===== config.mk =====
export PLATFORM = sky130hd
export DESIGN_NAME = fir_sample_sequencer
export DESIGN_NICKNAME = d
export VERILOG_FILES = /design/src/rtl/fir_sample_sequencer.sv
export SDC_FILE = /design/constraint.sdc
export NUM_CORES = 1
export LEC_CHECK = 0
export CAP_MARGIN = 15
export CORE_MARGIN = 2
export CORE_UTILIZATION = 25
export CTS_BUF_LIST = sky130_fd_sc_hd__clkbuf_16
export CTS_CLUSTER_SIZE = 40
export DETAILED_ROUTE_END_ITERATION = 8
export PLACE_DENSITY_LB_ADDON = 0.08
export SETUP_SLACK_MARGIN = 0.02
export SYNTH_ARGS = -nofsm -noshare
export SYNTH_HDL_FRONTEND = slang
export SYNTH_SLANG_ARGS = --single-unit

===== constraint.sdc =====
create_clock -name clk -period 6.1 [get_ports clk]
set_input_delay 1.22 -clock clk [delete_from_list [all_inputs] [get_ports clk]]
set_output_delay 1.22 -clock clk [all_outputs]
set_load 0.05 [all_outputs]

===== src/rtl/fir_sample_sequencer.sv =====
// fir_sample_sequencer: debounces the go button, captures the switch sample,
// runs one FIR step per press (strobe, fixed-latency wait, result latch) and
// drives the 4-digit active-low anode scan for the seven-segment display.
module fir_sample_sequencer #(
  parameter int DB_COUNT    = 500000,
  parameter int FIR_LATENCY = 2,
  parameter int SCAN_DIV    = 50000
) (
  input  logic        clk,
  input  logic        rst,
  input  logic        go_btn,
  input  logic [7:0]  sw_in,
  input  logic [15:0] fir_y,
  output logic [7:0]  sample,
  output logic        fir_go,
  output logic [15:0] y_hold,
  output logic        busy,
  output logic [7:0]  sample_count,
  output logic [3:0]  digit_sel
);

  localparam int DBC_W = (DB_COUNT > 1) ? $clog2(DB_COUNT) : 1;
  localparam int LC_W  = (FIR_LATENCY > 1) ? $clog2(FIR_LATENCY) : 1;
  localparam int SC_W  = $clog2(SCAN_DIV);

  typedef enum logic [2:0] {S_IDLE, S_LOAD, S_STROBE, S_WAIT, S_LATCH} state_t;

  logic [1:0]       sync_q;
  logic             db_q, db_d, db_dly_q;
  logic [DBC_W-1:0] dbc_q, dbc_d;
  logic             press;

  state_t           state_q;
  logic [LC_W-1:0]  lc_q;
  logic [7:0]       sample_q, cnt_q;
  logic [15:0]      y_hold_q;
  logic             fir_go_q, busy_q;

  logic [SC_W-1:0]  sc_q;
  logic [1:0]       di_q;
  logic [3:0]       digit_sel_q;

  // Two-flop synchronizer for the asynchronous pushbutton; sync_q[1] is s2.
  always_ff @(posedge clk or posedge rst) begin
    if (rst) sync_q <= 2'b00;
    else     sync_q <= {sync_q[0], go_btn};
  end

  // Debounce next state: a new level is accepted only after it has differed
  // from the stable level for DB_COUNT consecutive cycles.
  always_comb begin
    db_d  = db_q;
    dbc_d = dbc_q;
    if (sync_q[1] == db_q) begin
      dbc_d = '0;
    end else if (dbc_q == DBC_W'(DB_COUNT - 1)) begin
      db_d  = sync_q[1];
      dbc_d = '0;
    end else begin
      dbc_d = dbc_q + 1'b1;
    end
  end

  // Debounce state plus one-cycle delayed copy for rising-edge detection.
  always_ff @(posedge clk or posedge rst) begin
    if (rst) begin
      db_q     <= 1'b0;
      dbc_q    <= '0;
      db_dly_q <= 1'b0;
    end else begin
      db_q     <= db_d;
      dbc_q    <= dbc_d;
      db_dly_q <= db_q;
    end
  end

  // Only the rising edge of the stable level starts a step; releases do nothing.
  assign press = db_q & ~db_dly_q;

  // Step sequencer with registered outputs; presses outside IDLE are dropped.
  always_ff @(posedge clk or posedge rst) begin
    if (rst) begin
      state_q  <= S_IDLE;
      lc_q     <= '0;
      sample_q <= 8'h00;
      y_hold_q <= 16'h0000;
      cnt_q    <= 8'h00;
      fir_go_q <= 1'b0;
      busy_q   <= 1'b0;
    end else begin
      fir_go_q <= 1'b0;
      case (state_q)
        S_IDLE: begin
          if (press) begin
            state_q <= S_LOAD;
            busy_q  <= 1'b1;
          end
        end
        S_LOAD: begin
          sample_q <= sw_in;
          fir_go_q <= 1'b1;       // high for exactly the STROBE cycle
          state_q  <= S_STROBE;
        end
        S_STROBE: begin
          lc_q    <= '0;
          state_q <= S_WAIT;
        end
        S_WAIT: begin
          lc_q <= lc_q + 1'b1;
          if (lc_q == LC_W'(FIR_LATENCY - 1)) state_q <= S_LATCH;
        end
        S_LATCH: begin
          y_hold_q <= fir_y;
          cnt_q    <= cnt_q + 8'd1;
          busy_q   <= 1'b0;
          state_q  <= S_IDLE;
        end
        default: begin
          state_q <= S_IDLE;
          busy_q  <= 1'b0;
        end
      endcase
    end
  end

  // Free-running display scan, independent of the step sequencer.
  always_ff @(posedge clk or posedge rst) begin
    if (rst) begin
      sc_q        <= '0;
      di_q        <= 2'd0;
      digit_sel_q <= 4'b1110;
    end else if (sc_q == SC_W'(SCAN_DIV - 1)) begin
      sc_q        <= '0;
      di_q        <= di_q + 2'd1;
      digit_sel_q <= ~(4'b0001 << (di_q + 2'd1));
    end else begin
      sc_q <= sc_q + 1'b1;
    end
  end

  assign sample       = sample_q;
  assign fir_go       = fir_go_q;
  assign y_hold       = y_hold_q;
  assign busy         = busy_q;
  assign sample_count = cnt_q;
  assign digit_sel    = digit_sel_q;

endmodule


=== Word-level counts from Yosys, hierarchy flattened ===
Cells that the tools add are included.

* Register bits: 83
* Bits of input ports: 27
* Output and inout bits: 38

* $add $sub $neg: 5
* Equality and inequality tests: 9
* Shift-type cells: 1
* Muxes and demuxes: 10
* Bitwise gates (word level): 5
* Reduce and logical (&&, ||, !) cells: 6

{| class="wikitable"
|+ Operator list
! cell !! number
|-
| 2-to-1 mux 19 bit || 2
|-
| adder 19 x 1 -> 19 bit (second input constant) || 1
|-
| equality test 19 bit (second input constant) || 1
|-
| adder 16 x 1 -> 16 bit (second input constant) || 1
|-
| equality test 16 bit (second input constant) || 1
|-
| 2-to-1 mux 16 bit || 1
|-
| case mux 3 bit (4 select lines) || 1
|-
| adder 8 x 1 -> 8 bit (second input constant) || 1
|-
| equality test 3 x 2 -> 1 bit (second input constant) || 2
|-
| 2-to-1 mux 3 bit || 2
|-
| AND reduction 2 bit || 3
|-
| != test 2 bit (second input constant) || 2
|-
| NOT 4 bit || 1
|-
| case mux 1 bit (2 select lines) || 2
|-
| << shifter 1 x 2 -> 4 bit (first input constant) || 1
|-
| equality test 3 x 1 -> 1 bit (second input constant) || 1
|-
| equality test 3 bit (second input constant) || 1
|-
| zero test 3 bit || 1
|-
| NOT 1 bit || 3
|-
| OR reduction 3 bit || 1
|-
| adder 2 x 1 -> 2 bit (second input constant) || 1
|-
| 2-to-1 mux 1 bit || 2
|-
| nonzero test 2 bit || 1
|-
| adder 1 bit (second input constant) || 1
|-
| other kinds (2) || 2
|}

=== Longest topological paths before layout ===
* Depth after elaboration: 4
* Gate-level depth with buffers: 5

=== Worst setup path before layout ===
No wires, ideal clock.

* Path kind: reg2out
* Start point: reg digit_sel_q[1], in the netlist digit_sel[1]
* End point: out digit_sel[1]
* Arrival: 0.664 ns
* Data required time: 4.880 ns
* Setup slack: 4.216 ns
* Stages on the path, launching flop included: 1
* Buffers on the path: 0
* Cells stage by stage: dfstp_2

{| class="wikitable"
|+ RTL lines
! item !! line !! RTL
|-
| from (decl) || 41 || <nowiki>logic [3:0] digit_sel_q;</nowiki>
|-
| from (signal assigned) || 135 || <nowiki>digit_sel_q <= ~(4'b0001 << (di_q + 2'd1));</nowiki>
|-
| to (decl) || 19 || <nowiki>output logic [3:0] digit_sel</nowiki>
|}

No word-level cell between the ends.

=== Worst setup path after layout ===
* Start point: reg digit_sel_q[1], in the netlist digit_sel[1]
* End point: out digit_sel[1]

No word-level cell between the ends.

==> results.cfg <==
[run_status]
status = completed

[final_layout]
stdcell_area_um2 = 4760
most-common-layout-cells = 80 x dfrtp_1, 64 x clkdlybuf4s50_1, 34 x nor2_1, 27 x mux2_2, 25 x xnor2_1
final_common_cell = dfrtp_1
n_antenna_cell = 0
area_growth_pct = 31.8
drive_gt1_share_pct = 15.2
nets = 403

[setup_path]
slowest_stage = clkdlybuf4s50_1
worst_setup_path_end_kind = output pin
crit_arrival_ns = 1.66
crit_family = buffers and inverters
path_cells = clkdlybuf4s50_1
timing_worst_setup_path_type = register to output pin
crit_fanout = 2
crit_path_start_kind = register
required_ns = 4.88
critPathBufInv = 1
slowest_delay_ns = 0.80

[grt]
first_global_vias = 2391
grt_pass1_wl_um = 12400
grt_usage_pct = 10.6
antenna_found_initial = 0
grt_max_degree = 44
grt.overflow.total = 0

[synthesis]
seq_area_frac_synth_pct = 57.7
synth_edf_count = 0
synthDistinctLibCells = 41
async_flop_share_pct = 100
synth_seq_cells = 83
synthFlopType = dfrtp_1
synth_cells = 297
synthesis.nets = 331
synth.avg_cell_area_um2 = 12.1
yosys_warnings = 0
syn-cell-area_um2 = 3610

[clock_tree]
postCtsSetupRepairBufs = 0
ctsHtreeMaxLevel = 3
cts_sinks = 83
cts_root_buf = clkbuf_16
hold_buffers = 0
clock_path_buffers = 2
insertion_delay_ns = 0.34
cts_tree = yes
clkTransAtPathRegs_ns = 0.06
numCtsBuffers = 9
post_cts_resized = 0

[timing]
holdWs_ns = 0.349
fin_worst_skew_ns = 0.00607
rsz0062_at_grt = false
max_slew_margin_pct = 28.2
layout_setup_ws_ns = 3.22
setup_viol = 0
fin_crit_ns = 2.88
maxSlewViolCount = 0
tns_ns = 0
worst_slew_pin_slew_ns = 1.07
timing.fmax_mhz = 347
hold_viol = 0
period_share_pct = 47.2

[routing]
drtIter0Drc = 97
vias_per_cell = 4.29
drcViolationCount = 0
routed_wl_um = 7290
vias = 2379
dr.pass1.iters = 4
post_drt_wl_per_cell_um = 13.2
ant_nets = 0

[pwr]
leakagePower_nw = 2.09
seq_power_share_pct = 49.9
clock_power_share_pct = 47.1
combinationalPowerShare_pct = 3.0
p_sw_w = 0.000230
internal_power_w = 0.000883
ir_drop_uv = 117
p_total_w = 0.00111
power.share.switching_pct = 20.7
p_per_area_nw_per_um2 = 234

[die]
die_w_um = 124
die-area_um2 = 15400
core_um2 = 14000
ioPinCount = 65
die_height_um = 124
start_util_pct = 25.8
rows = 43

[worst_hold_path]
holdCritPathClass = register to register

[place]
gp_congestion = 0.705
numPortBuffers = 64
dp_hpwl_um = 5030
place_ws_ns = 3.30
dpl_cell_area_um2 = 4470

[run]
drv_cap = 0
==> routing by layer <==
layer / global-route usage (%) / routed length [um] / up-vias
li1: - / - / 1173
met1: 13.9 / 3390 / 1174
met2: 16.3 / 3560 / 21
met3: 3.48 / 201 / 11
met4: 4.21 / 136 / 0
met5: 0 / 0 / -
==> cell type report <==
class | instances | area [um^2]
Fill cell | 1419 | 9230
Sequential cell | 83 | 2080
Multi-Input combinational cell | 199 | 1470
Timing Repair Buffer | 67 | 663
Clock buffer | 9 | 225
Tap cell | 180 | 225
Clock inverter | 7 | 61.3
Inverter | 9 | 35.0
==> registers in the layout, summed over array words and instances, names as in the netlist, 2 cells and up <==
| signal | flops |
|---|---|
| dbc_q | 19 |
| di_q | 2 |
| digit_sel | 4 |
| sample | 8 |
| sample_count | 8 |
| sc_q | 16 |
| state_q | 3 |
| sync_q | 2 |
| y_hold | 16 |
==> per-stage QoR <==
stage	utilization (%)	instances
after floorplan	-	297
after global placement	32.0	538
after detailed placement	32.0	538
after CTS	34.0	554
after global routing	34.0	554
final	34.0	554
==> power by group through the flow <==
stage               Combinational, W  Clock, W  Sequential, W
CTS                        0.0000354  0.000552       0.000555
floorplan                  0.0000140         0       0.000564
global placement           0.0000351         0       0.000565
global route               0.0000380  0.000570       0.000555
finish                     0.0000334  0.000524       0.000555
detailed placement         0.0000351         0       0.000565
==> cells by family (layout without fill, tap and decap cells) <==
| family | Yosys count | after routing | synth area share (%) |
|---|---|---|---|
| DFF | 83 | 83 | 57.7 |
| xor gates and xnor gates | 37 | 37 | 8.98 |
| AOI/OAI and AO/OA | 13 | 13 | 2.46 |
| adders and majority gates | 7 | 7 | 2.43 |
| muxes | 28 | 28 | 8.70 |
| and+or+nand+nor | 114 | 114 | 17.9 |
| buffers and inverters | 15 | 92 | 1.84 |
==> final timing paths <==
| path | startpoint | endpoint | slack (ns) | cells after the start |
|---|---|---|---|---|
| min in group asynchronous | rst | di_q[1] | 1.31 | 2 |
| hold reg to reg | sync_q[0] | sync_q[1] | 0.35 | 0 |
| hold / removal | sync_q[0] | sync_q[1] | 0.35 | 0 |
| setup / recovery | digit_sel[1] | digit_sel[1] | 3.22 | 1 |
| max in group asynchronous | rst | sc_q[11] | 3.78 | 3 |
| setup reg to reg | sc_q[4] | sc_q[1] | 3.76 | 3 |
==> synth_stat cells, drive strengths merged, types with 2 or more instances <==
master	instances	area, um^2
nor2	34	128
nand4	12	96.3
or3	2	12.5
nand3	13	65.1
xor2	12	105
nor3	7	35.0
dfrtp	80	2000
xnor2	25	219
or4b	2	23.8
a21oi	7	35.0
o21ai	4	20.0
buf	2	16.3
ha	7	87.6
nor4	7	58.8
or4	3	22.5
dfstp	3	78.8
nand2	14	52.6
nor2b	2	12.5
nor3b	3	22.5
and3	5	31.3
clkbuf	4	16.3
inv	9	33.8
mux2	27	304
and4	3	27.5
(Power assumes the default switching activity.)
